## src/rtl/key_debounce_pulse.sv

```systemverilog
// Per-channel push-button conditioner: two-flop synchronizer, stable-time
// qualification FSM, and registered level / press / release outputs.
module key_debounce_pulse #(
  parameter int unsigned NUM_KEYS        = 4,
  parameter int unsigned DEBOUNCE_CYCLES = 1000000
) (
  input  logic                CLOCK_50,
  input  logic                reset,
  input  logic [NUM_KEYS-1:0] KEY,
  output logic [NUM_KEYS-1:0] key_level,
  output logic [NUM_KEYS-1:0] key_press,
  output logic [NUM_KEYS-1:0] key_release
);

  localparam int unsigned CNT_W = $clog2(DEBOUNCE_CYCLES);
  localparam logic [CNT_W-1:0] CNT_MAX = CNT_W'(DEBOUNCE_CYCLES - 1);

  typedef enum logic [1:0] {
    RELEASED,
    WAIT_PRESS,
    PRESSED,
    WAIT_RELEASE
  } state_t;

  logic [NUM_KEYS-1:0] sync_meta;
  logic [NUM_KEYS-1:0] sync_level;

  // Two-flop synchronizer; inverts so a pressed key reads as 1
  always_ff @(posedge CLOCK_50) begin
    if (reset) begin
      sync_meta  <= '0;
      sync_level <= '0;
    end else begin
      sync_meta  <= ~KEY;
      sync_level <= sync_meta;
    end
  end

  for (genvar i = 0; i < NUM_KEYS; i++) begin : g_chan
    state_t           state;
    state_t           state_next;
    logic [CNT_W-1:0] cnt;
    logic [CNT_W-1:0] cnt_next;
    logic             level_q;
    logic             level_next;
    logic             press_q;
    logic             press_next;
    logic             release_q;
    logic             release_next;
    logic             s;

    assign s              = sync_level[i];
    assign key_level[i]   = level_q;
    assign key_press[i]   = press_q;
    assign key_release[i] = release_q;

    // State, counter and output registers; reset overrides any qualification
    always_ff @(posedge CLOCK_50) begin
      if (reset) begin
        state     <= RELEASED;
        cnt       <= '0;
        level_q   <= 1'b0;
        press_q   <= 1'b0;
        release_q <= 1'b0;
      end else begin
        state     <= state_next;
        cnt       <= cnt_next;
        level_q   <= level_next;
        press_q   <= press_next;
        release_q <= release_next;
      end
    end

    // Next-state logic: the counter restarts on every state entry and a
    // transition qualifies only after the sampled level holds for the full window
    always_comb begin
      state_next   = state;
      cnt_next     = cnt;
      level_next   = level_q;
      press_next   = 1'b0;
      release_next = 1'b0;
      case (state)
        RELEASED: begin
          if (s) begin
            state_next = WAIT_PRESS;
            cnt_next   = '0;
          end
        end
        WAIT_PRESS: begin
          if (!s) begin
            state_next = RELEASED;
            cnt_next   = '0;
          end else if (cnt == CNT_MAX) begin
            state_next = PRESSED;
            cnt_next   = '0;
            level_next = 1'b1;
            press_next = 1'b1;
          end else begin
            cnt_next = cnt + CNT_W'(1);
          end
        end
        PRESSED: begin
          if (!s) begin
            state_next = WAIT_RELEASE;
            cnt_next   = '0;
          end
        end
        WAIT_RELEASE: begin
          if (s) begin
            state_next = PRESSED;
            cnt_next   = '0;
          end else if (cnt == CNT_MAX) begin
            state_next   = RELEASED;
            cnt_next     = '0;
            level_next   = 1'b0;
            release_next = 1'b1;
          end else begin
            cnt_next = cnt + CNT_W'(1);
          end
        end
        default: begin
          state_next = RELEASED;
          cnt_next   = '0;
        end
      endcase
    end
  end

endmodule

```

## config.mk

```make
export PLATFORM = sky130hd
export DESIGN_NAME = key_debounce_pulse
export DESIGN_NICKNAME = d
export VERILOG_FILES = /design/src/rtl/key_debounce_pulse.sv
export SDC_FILE = /design/constraint.sdc
export NUM_CORES = 1
export LEC_CHECK = 0
export ABC_AREA = 1
export CAP_MARGIN = 5
export CORE_ASPECT_RATIO = 0.5
export CORE_MARGIN = 5
export CORE_UTILIZATION = 62
export CTS_CLUSTER_DIAMETER = 60
export CTS_CLUSTER_SIZE = 40
export DETAILED_ROUTE_END_ITERATION = 10
export MAX_ROUTING_LAYER = met4
export PLACE_DENSITY = 0.78
export SLEW_MARGIN = 20
export SYNTH_ARGS = -nofsm -noshare
export SYNTH_HDL_FRONTEND = slang
export SYNTH_SLANG_ARGS = --single-unit
```

## constraint.sdc

```tcl
create_clock -name CLOCK_50 -period 2.1 [get_ports CLOCK_50]
set_input_delay 0.21 -clock CLOCK_50 [delete_from_list [all_inputs] [get_ports CLOCK_50]]
set_output_delay 0.21 -clock CLOCK_50 [all_outputs]
set_load 0.02 [all_outputs]
```

After elaboration in Yosys (flattened, before gate mapping)
Cells that the tools add are included.
{"block": "word_totals", "reg_bits": 108, "in_bits": 6, "elab_cells": 191}
{"block": "classes", "add_sub_neg": 4, "eq_ne": 48, "muxes": 76, "bitwise_logic": 13, "reduce_logical": 28}
{"op": "$mux 20", "n": 20}
{"op": "$pmux 20 s4", "n": 4}
{"op": "$add 20x1->20 const B", "n": 4}
{"op": "$eq 20x20->1 const B", "n": 4}
{"op": "$mux 2", "n": 24}
{"op": "$ne 2x2->1 const B", "n": 24}
{"op": "$pmux 2 s4", "n": 4}
{"op": "$ne 3x3->1 const B", "n": 8}
{"op": "$reduce_or 3->1", "n": 8}
{"op": "$mux 1", "n": 20}
{"op": "$reduce_and 5->1", "n": 4}
{"op": "$eq 2x2->1 const B", "n": 8}
{"op": "$reduce_and 4->1", "n": 4}
{"op": "$not 1->1", "n": 12}
{"op": "$eq 2x1->1 const B", "n": 4}
{"op": "$logic_not 2->1", "n": 4}
{"op": "$pmux 1 s2", "n": 4}
{"op": "$reduce_and 2->1", "n": 4}
{"op": "$reduce_bool 2->1", "n": 4}
{"op": "$not 4->4", "n": 1}

Logic depth before layout (Yosys ltp)
{"block": "depth", "word_depth": 4, "ltp_mapped": 11, "depth_no_buf": 11}

Least setup slack after synthesis
OpenSTA, ideal clock, no wires.
{"block": "synth_path", "path_type": "register to register", "from": "register g_chan[3].cnt[0]", "to": "register g_chan[3].cnt[3]", "t_arrival_ps": 1423, "setup_slack_ps": 544, "path_stages_with_launch": 10, "period_less_slack_ps": 1556, "cell_sequence": "dfxtp_1 > ha_1 > inv_1 > nor3_4 > nand3_4 > nand2_4 > inv_4 > buf_12 > nand3_2 > a21oi_2"}
{"block": "synth_between", "elab_chain_cells": 4, "elab_cells_between_ends": 6}
{"element": "from (decl)", "line_no": "42", "source": "logic [CNT_W-1:0] cnt;"}
{"element": "from (signal assigned)", "line_no": "67", "source": "cnt <= cnt_next;"}
{"element": "$add 20x1->20 / $eq 20x20->1 (equally long branches)"}
{"element": "$mux 20 *", "line_no": "93, 112"}
{"element": "$mux 20, on equally long branches", "line_no": "109, 90"}
{"element": "$pmux 20 s4 *", "line_no": "82", "source": "case (state)"}
Every way passes the cells marked *; elsewhere a longest branch is shown, timed or not.
A chain may end at the register's enable or synchronous reset.

Worst setup path after layout
{"block": "layout_path", "from": "register g_chan[3].cnt[0]", "to": "register g_chan[3].cnt[11]"}
Same word-level chain as after synthesis.

==> summary.txt <==
Run status
  • Status: completed

Timing
  • Slew headroom: 0.682
  • Setup TNS: 0 ps
  • Setup violators final: 0
  • Fin. Hold Viols: 0
  • Final period util: 0.795
  • Min Hold Slack: 308 ps
  • Max Slew Vio Count: 0
  • Unrepaired setup endpoints after global routing: no
  • Skew final: 7.87 ps
  • FMAX: 599 MHz
  • Worst slew pin tran: 476 ps
  • Tmin final: 1670 ps

Worst hold path
  • Hold Path Origin: reset
  • Hold path cells: 2
  • Hold endpoint: g_chan[1].cnt[19]
  • Worst min path class: in -> reg

Drt
  • Per-cell routed wire length: 12.0 um
  • Via density: 5.34
  • Total number of vias: 6,020
  • Initial DRT Pass Iterations: 5
  • DRT iter0 DRCs: 399
  • Drt total wl: 13.6 mm
  • # DRC: 0
  • Post-DRT Antenna Nets: 0

Power
  • Internal power: 3.06 mW
  • Static Leak: 2.34 nW
  • Sequential Power Share: 0.517
  • Clock power share: 0.411
  • P per Cell Area: 599 nW/um^2
  • NetSw: 0.984 mW
  • Switching portion of total power: 0.243
  • Worst vdd ir: 0.000391 V
  • Comb power frac: 0.072

Critical path
  • Slowest-stage cell, CP: dfxtp_1
  • CP delay by family, top: simple AND/OR/NAND/NOR gates
  • R2r endpoint: g_chan[3].cnt[11]
  • Worst-path maximum fanout: 15
  • Crit path capture type: flop
  • CP Cell Sequence: ha_1, inv_1, nor3_4, nand3_4, nand2_4, inv_4, o21ai_0, a21oi_1
  • Crit-path max cell delay: 400 ps
  • Critical path class: reg -> reg
  • Worst Path Required: 2340 ps
  • CP bufs+invs: 2
  • R2r setup slk: 430 ps
  • Worst Path Arrival: 1910 ps
  • Critical path launch point type: flop
  • Reg2reg path depth: 8
  • FF-to-FF Start: g_chan[3].cnt[0]

Floorplan
  • Initial Utilization: 0.627
  • Core area: 10,100 um^2
  • Die height: 81.4 um
  • Io pins: 18
  • Die ar.: 12,400 um^2
  • Die span in x: 153 um
  • Placement Rows: 26

Clock tree
  • Clock slew at reported path FFs: 70 ps
  • Root Buffer Master: clkbuf_16
  • Post-CTS Resized: 0
  • CTS max path bufs: 2
  • Clock Sinks: 108
  • H-tree Lvls: 3
  • CTS tree: yes
  • CTS buffer count: 9
  • Setup Fix Bufs, Post-CTS: 0
  • Post-CTS Hold Fix Bufs: 0
  • Worst-Skew Late Latency: 350 ps

Synth
  • Synth cell count leaders: nand2_1, nor2_1, inv_1
  • Cell area after synthesis: 6320 um^2
  • Asr flop ratio synth: 0
  • Syn Nets: 997
  • Count of different cell masters after synthesis: 44
  • Cell taking the most area after synthesis: dfxtp_1
  • Top-count cell post-synth: nand2_1
  • Largest cells by area after synthesis: dfxtp_1, nand2_1, nor2_1, inv_1, a21oi_1
  • Main synth FF type: dfxtp_1
  • Register area share after synthesis: 0.342
  • Post-synth top area share: 0.342
  • Mean post-synth cell area: 6.41 um^2
  • Synth Register Bits: 108
  • Yosys warnings: 0
  • EDFF count, synth: 0
  • Cell count after synthesis: 987

GRT
  • First-pass GRT wire length: 23.8 mm
  • Largest net degree at the start of global routing: 57
  • Vias in the first global route: 5,456
  • Grt ovf: 0
  • Tot GR Track Use: 0.233
  • Initial antenna violation count: 0

Finish
  • Multi-input gate area: 3470 um^2
  • # fillers: 920
  • Area growth from synthesis to layout: 6.79%
  • Seq. cell area: 2160 um^2
  • # diodes: 0
  • Layout cells sized above 1: 0.0902
  • Layout Nets: 993

Placement
  • Port bufs: 17
  • HPWL after detailed placement: 9.54 mm
  • Global placement routability congestion: 0.924

Job
  • MaxCap Viol Count: 0
## cell usage in the layout, fill, tap and decap left out, drive strengths merged
cell,Yosys,final
a21o,1,1
a21oi,70,70
and2,1,1
and3,1,1
buf,27,5
bufinv,0,1
clkbuf,9,11
clkdlybuf4s50,0,16
clkinv,0,2
clkinvlp,0,1
dfxtp,108,108
ha,4,4
inv,119,119
nand2,323,323
nand3,64,64
nand3b,8,8
nand4,23,23
nor2,142,142
nor3,19,19
nor3b,1,1
o211ai,3,3
o21a,1,1
o21ai,45,45
o21bai,4,4
o22ai,3,3
or2,2,2
xnor2,7,7
xor2,2,2
## cell type report
| class | instances | share of cell area |
|---|---|---|
| clock inverters | 4 | 0.00760 |
| flip-flops and latches | 108 | 0.320 |
| repair buffers | 21 | 0.0308 |
| multi-input cells | 724 | 0.514 |
| clock buffers | 11 | 0.0345 |
| inverters | 119 | 0.0669 |
| well taps | 140 | 0.0259 |
## power by group through the flow
stage | Clock [mW] | Sequential [mW] | Combinational, mW
after floorplan | 0 | 2.13 | 0.225
after global placement | 0 | 2.14 | 0.288
after detailed placement | 0 | 2.14 | 0.289
after CTS | 1.70 | 2.09 | 0.291
after global routing | 1.78 | 2.09 | 0.323
final | 1.66 | 2.09 | 0.291
## state kept, by name (all words and copies together) (netlist names), named ones only
register,flops
g_chan.state,4
sync_level,4
g_chan.press_q,4
g_chan.release_q,4
g_chan.level_q,4
g_chan.cnt,80
sync_meta,4
## worst max path at each step
| stage | startpoint | end | cells past startpoint | slack, ps |
|---|---|---|---|---|
| after CTS | g_chan[3].cnt[0] | g_chan[3].cnt[11] | 8 | 430 |
| after global placement | g_chan[1].cnt[1] | g_chan[1].cnt[3] | 8 | 490 |
| after global routing | g_chan[3].cnt[0] | g_chan[3].cnt[16] | 9 | 200 |
| final | g_chan[3].cnt[0] | g_chan[3].cnt[11] | 8 | 430 |
| after detailed placement | g_chan[3].cnt[0] | g_chan[3].cnt[11] | 8 | 440 |
| after floorplan | g_chan[3].cnt[0] | g_chan[3].cnt[3] | 9 | 540 |
## per-layer routing
metal  part of all wire  up-vias  track usage
li1                   -     3112            -
met1               0.48     2766        0.276
met2               0.47      131        0.420
met3              0.041       11       0.0453
met4             0.0087        0       0.0551
met5                  0        -            -
## kinds of logic after synthesis
kind of cell / Yosys count / synth area share
and+or+nand+nor: 584 / 0.415
DFF: 108 / 0.342
adders and majority gates: 4 / 0.00791
AOI/OAI and AO/OA: 127 / 0.111
xor gates and xnor gates: 9 / 0.0148
buffers and inverters: 155 / 0.109
## worst register-to-register path, cell delays in order, from the launching register on
cell	delay, ps
dfxtp_1	400
ha_1	210
inv_1	80
nor3_4	300
nand3_4	160
nand2_4	120
inv_4	100
o21ai_0	100
a21oi_1	80
## per-stage QoR
| step | util | cells | total power, mW | worst slack [ps] | area (um^2) |
|---|---|---|---|---|---|
| after floorplan | - | 987 | 2.36 | 544 | 6320 |
| after global placement | 0.642 | 1112 | 2.43 | 494 | 6470 |
| after detailed placement | 0.642 | 1112 | 2.43 | 443 | 6470 |
| after CTS | 0.670 | 1127 | 4.08 | 434 | 6750 |
| after global routing | 0.670 | 1127 | 4.20 | 204 | 6750 |
| final | 0.670 | 1127 | 4.05 | 429 | 6750 |
No activity file was read; power rests on OpenSTA's default activity.
==> variant 1, RTL diff (same flow settings) <==
Encoding of `state_t`: now one-hot (4 bits for 4 states).
--- a/src/rtl/key_debounce_pulse.sv
+++ b/src/rtl/key_debounce_pulse.sv
@@ -16,9 +16,9 @@
   localparam logic [CNT_W-1:0] CNT_MAX = CNT_W'(DEBOUNCE_CYCLES - 1);
 
-  typedef enum logic [1:0] {
-    RELEASED,
-    WAIT_PRESS,
-    PRESSED,
-    WAIT_RELEASE
+  typedef enum logic [3:0] {
+    RELEASED     = 4'b0001,
+    WAIT_PRESS   = 4'b0010,
+    PRESSED      = 4'b0100,
+    WAIT_RELEASE = 4'b1000
   } state_t;
 
Check against the original RTL: no difference found for any inputs over 4 cycles, from zero or initial values and one cycle with reset high; so few cycles prove little.
==> variant 1 against the original RTL <==
  * Synthesized area grew 7.1%
  * Setup slack lost 0.067 ns
  * Non-clock buffer count is the same
  * Sequential cell count grew 8
  * Utilization grew 3.1 points
  * Sequential share of layout area shrank 1.4 points
  * Final area grew 12%
  * Clock skew shrank 0.0026 ns
  * Routed wire length grew 20%
  * Critical endpoint is now g_chan[1].cnt[13]
  * Highest routed layer unchanged
Power is not compared: it rests on default switching activity, and its combinational part moved more than twofold at a synthesized area within 25%.
==> variant 1: results (changes against the original RTL) <==
- Layout cells sized above 1: 10.5% (+1.5 points)
- Starting DRT DRC Count: 508 (+27%)
- Max_cap viols: 0 (unchanged)
- Worst-skew pair later-pin latency: 0.41 ns (+0.06 ns)
- H-tree Lvls: 4 (+1)
- Syn_area_per_cell: 6.34 sq um (-1.0%)
- Setup Skew: 0.00532 ns (-0.00256 ns)
- Final wirelength: 16300 um (+20%)
- Post-synthesis net count: 1079 (+8.2%)
- All-Layer GR Usage: 26.1% (+2.8 points)
- Outcome: finished, final reports clean
- Met2 Resource Use GR: 41.1% (-0.85 points)
- Clock buffer depth: 2 (unchanged)
- RD Place Congestion: 0.932 (+0.78%)
- Crit path DAT: 2.04 ns (+0.13 ns)
- Placed Instances: 1202 (+8.1%)
- DR WL/cell: 13.2 um (+9.7%)
- Met1 GRT Util: 33.5% (+5.9 points)
- Critical path peak fanout: 5 (-10)
- Routed vias/inst: 5.48 (+2.6%)
- Commonest cells in the netlist: nand2_1, nor2_1, dfxtp_1
- Dpl hpwl: 11400 um (+19%)
- Yosys cell types: 39 (-11%)
- Class of the worst hold path: input pin to register
- Register area share after synthesis: 34.3% (+0.091 points)
- Worst slew pin tran: 0.565 ns (+0.0887 ns)
- Vias in the first global route: 6182 (+13%)
- Met3 Use GR: 5.13% (+0.60 points)
- Largest net degree at the start of global routing: 45 (-21%)
- First-pass GRT wire length: 28000 um (+18%)
- Total CTS buffers: 17 (+8)
- Leading cell types by total area after synthesis: dfxtp_1, nand2_1, nor2_1
[variant 1: final timing paths]
check | startpoint | end | slack (ns) | cells after the start
min reg2reg | sync_meta[2] | sync_level[2] | 0.40 | 2
min | reset | g_chan[2].state[2] | 0.22 | 4
max reg2reg | g_chan[1].cnt[0] | g_chan[1].cnt[13] | 0.36 | 8
max | g_chan[1].cnt[0] | g_chan[1].cnt[13] | 0.36 | 8
[variant 1: final cells by class]
cell class,count,area [sq um]
flip-flops and latches,116,2320
multi-input cells,799,3790
inverters,121,457
clock buffers,19,453
clock inverters,12,180
repair buffers,21,208
fillers,929,3250
well taps,145,181
[variant 1: stage by stage]
stage / instance area (sq um) / setup WS [ns]
after floorplan: 6780 / 0.687
after global placement: 6960 / 0.426
after detailed placement: 6960 / 0.428
after CTS: 7590 / 0.417
after global routing: 7590 / 0.287
final: 7590 / 0.362
[variant 1: layer usage]
layer  up-vias  part of all wire, %
li1       3432                    -
met1      3077                   47
met2       218                   46
met3        30                  5.7
met4         0                  1.6
met5         -                    0
[variant 1: tightest hold or removal path: stages]
cell and delay [ns]:
buf_2 0.09, inv_2 0.14, nand2_1 0.11, nor2_1 0.03
[variant 1: cell families (layout without fill, tap and decap cells)]
family / Yosys count / count (layout) / share of synthesized area [%]
adder cells (fa/ha/maj): 5 / 5 / 0.923
flip-flops: 116 / 116 / 34.3
AO/OA/AOI/OAI: 107 / 107 / 9.14
XOR/XNOR: 5 / 5 / 0.646
AND/OR/NAND/NOR: 682 / 682 / 45.3
buffers and inverters: 153 / 173 / 9.75
[variant 1: power breakdown]
| part | switching, mW | internal, mW |
|---|---|---|
| combinational | 1.50 | 0.536 |
| clock | 1.09 | 2.04 |
| sequential | 0.158 | 2.35 |
| total | 2.75 | 4.93 |
==> variant 2, RTL diff (config.mk and constraints unchanged) <==
Without the edit above. The parameter `NUM_KEYS` goes from 4 to 6.
--- a/src/rtl/key_debounce_pulse.sv
+++ b/src/rtl/key_debounce_pulse.sv
@@ -2,5 +2,5 @@
 // qualification FSM, and registered level / press / release outputs.
 module key_debounce_pulse #(
-  parameter int unsigned NUM_KEYS        = 4,
+  parameter int unsigned NUM_KEYS        = 6,
   parameter int unsigned DEBOUNCE_CYCLES = 1000000
 ) (
Interface: changed (resized KEY, key_level, key_press and key_release); port bits go from 18 to 26. The function was not compared with the original's and may differ.
==> variant 2 against the original RTL <==
  * Sequential share of layout area rose by 0.58 points
  * Setup slack worse by 0.069 ns
  * Sequential cell count increased by 54
  * Synthesized cell count is 39% higher
  * Power increased by 64%
  * Non-clock buffer count up 12
  * Routed wire length rose by 47%
  * Largest cell class unchanged
  * Synthesized area up 44%
  * Final area increased by 47%
==> variant 2: results (changes against the original RTL) <==
- All-Layer GR Usage: 24.5% (+1.2 points)
- YS warnings: 0 (unchanged)
- Setup Skew: 0.00887 ns (+0.000995 ns)
- Slowest stage cell, crit path: dfxtp_1
- Ys async rst share: 0% (unchanged)
- Worst slack at placement: 0.356 ns (-0.0869 ns)
- RD Place Congestion: 0.945 (+2.3%)
- R2r endpoint: g_chan[5].cnt[16]
- Final wirelength: 20000 um (+47%)
- Met3 Use GR: 4.84% (+0.31 points)
- Initial antenna violation count: 0 (unchanged)
- Worst VDD drop: 0.000588 V (+50%)
- IO Port Bufs: 25 (+8)
- Resized cells post-CTS: 0 (unchanged)
- Postcts setup bufs: 0 (unchanged)
- Met2 Resource Use GR: 41.5% (-0.44 points)
- Total CTS buffers: 17 (+8)
- Commonest cells in the netlist: nand2_1, nor2_1, dfxtp_1
- Clock buffer depth: 2 (unchanged)
- Critical path peak fanout: 16 (+1)
- Layout cells sized above 1: 9.67% (+0.65 points)
- Post-synthesis net count: 1388 (+39%)
- Largest net degree at the start of global routing: 48 (-16%)
- Syn_area_per_cell: 6.63 sq um (+3.4%)
- Leakage: 3.37 nW (+44%)
- CP max stage delay: 0.40 ns (about the same)
- H-tree Lvls: 4 (+1)
- Reg2reg path depth: 10 (+2)
- Register area share after synthesis: 35.6% (+1.4 points)
- HP Start: KEY[5]
- Leading cell types by total area after synthesis: dfxtp_1, nand2_1, nor2_1
- Yosys cell types: 53 (+20%)
- Relative slew slack: 58.7% (-9.5 points)
- Class of the worst hold path: input pin to register
- Met1 GRT Util: 30.5% (+2.8 points)
- Main synth FF type: dfxtp_1
- Worst-skew pair later-pin latency: 0.43 ns (+0.08 ns)
- Routed vias/inst: 5.38 (+0.71%)
- Vias in the first global route: 7763 (+42%)
- Non-filler instance count after layout: 1584 (+41%)
- Dpl hpwl: 13700 um (+44%)
- Reg2reg start: g_chan[5].cnt[0]
- Starting DRT DRC Count: 635 (+59%)
- Max reg flops: 120 (+50%)
- Hold path depth: 2 (unchanged)
- Fillers: 1262 (+37%)
- First-pass GRT wire length: 34700 um (+46%)
- Hold Path End: sync_meta[5]
- Outcome: finished, final reports clean
- Drt first pass iters: 6 (+1)
- Crit path DAT: 2.04 ns (+0.13 ns)
variant 2: cell count changes in the layout (fill, tap and decap cells not counted), sizes merged, moves of 10 or more:
| cell | unedited run | this run |
|---|---|---|
| nor3 | 19 | 31 |
| inv | 119 | 173 |
| nand2 | 323 | 379 |
| xor2 | 2 | 12 |
| a21oi | 70 | 104 |
| nand4 | 23 | 38 |
| dfxtp | 108 | 162 |
| nor2 | 142 | 191 |
| nand3 | 64 | 104 |
| o21ai | 45 | 77 |
variant 2: cell families after synthesis:
kind of cell	count (synthesis)	share of synthesized area (%)
fa+ha+maj	6	0.825
buf+inv	221	10.6
compound gates	205	12.4
flops	162	35.6
xor+xnor	19	1.83
simple gates	761	38.7
variant 2: critical path: cells and delay by family (launching register included):
kind	cells	cell delay [ns]
DFF	1	0.40
adders and majority gates	1	0.23
buffers and inverters	1	0.10
AOI/OAI and AO/OA	1	0.19
and+or+nand+nor	7	0.69
variant 2: layout make-up:
cell class	instances	area share (%)
clock buffer	18	4.41
clock inverter	14	1.70
inverter	168	6.41
multi-input combinational	991	49.2
sequential	162	32.6
tap	198	2.49
timing repair buffer	33	3.19
variant 2: power by group:
| part | total, mW | internal (mW) | switching [mW] | leakage, nW |
|---|---|---|---|---|
| registers | 3.12 | 3.10 | 0.0228 | 1.31 |
| logic | 0.282 | 0.0696 | 0.212 | 1.76 |
| clock network | 3.25 | 1.83 | 1.42 | 0.296 |
| total | 6.65 | 5.00 | 1.65 | 3.37 |
variant 2: per-stage QoR:
| stage | cell area, sq um | hold slack, ns |
|---|---|---|
| floorplan | 9100 | 0.277 |
| global placement | 9340 | 0.398 |
| detailed placement | 9340 | 0.400 |
| CTS | 9950 | 0.268 |
| global route | 9950 | 0.288 |
| finish | 9950 | 0.275 |
variant 2: worst max path at each step:
| stage | start | to | slack (ns) |
|---|---|---|---|
| floorplan | g_chan[5].cnt[0] | g_chan[5].cnt[18] | 0.57 |
| global placement | g_chan[5].cnt[0] | g_chan[5].cnt[16] | 0.45 |
| detailed placement | g_chan[5].cnt[0] | g_chan[5].cnt[16] | 0.36 |
| CTS | g_chan[5].cnt[0] | g_chan[5].cnt[16] | 0.35 |
| global route | g_chan[0].cnt[0] | g_chan[0].cnt[14] | 0.17 |
| finish | g_chan[5].cnt[0] | g_chan[5].cnt[16] | 0.36 |
variant 2: metal layers:
metal  part of all wire [%]  vias to the layer above
li1                       -                     4414
met1                     47                     3886
met2                     47                      195
met3                    4.9                       26
met4                    1.1                        0
met5                      0                        -
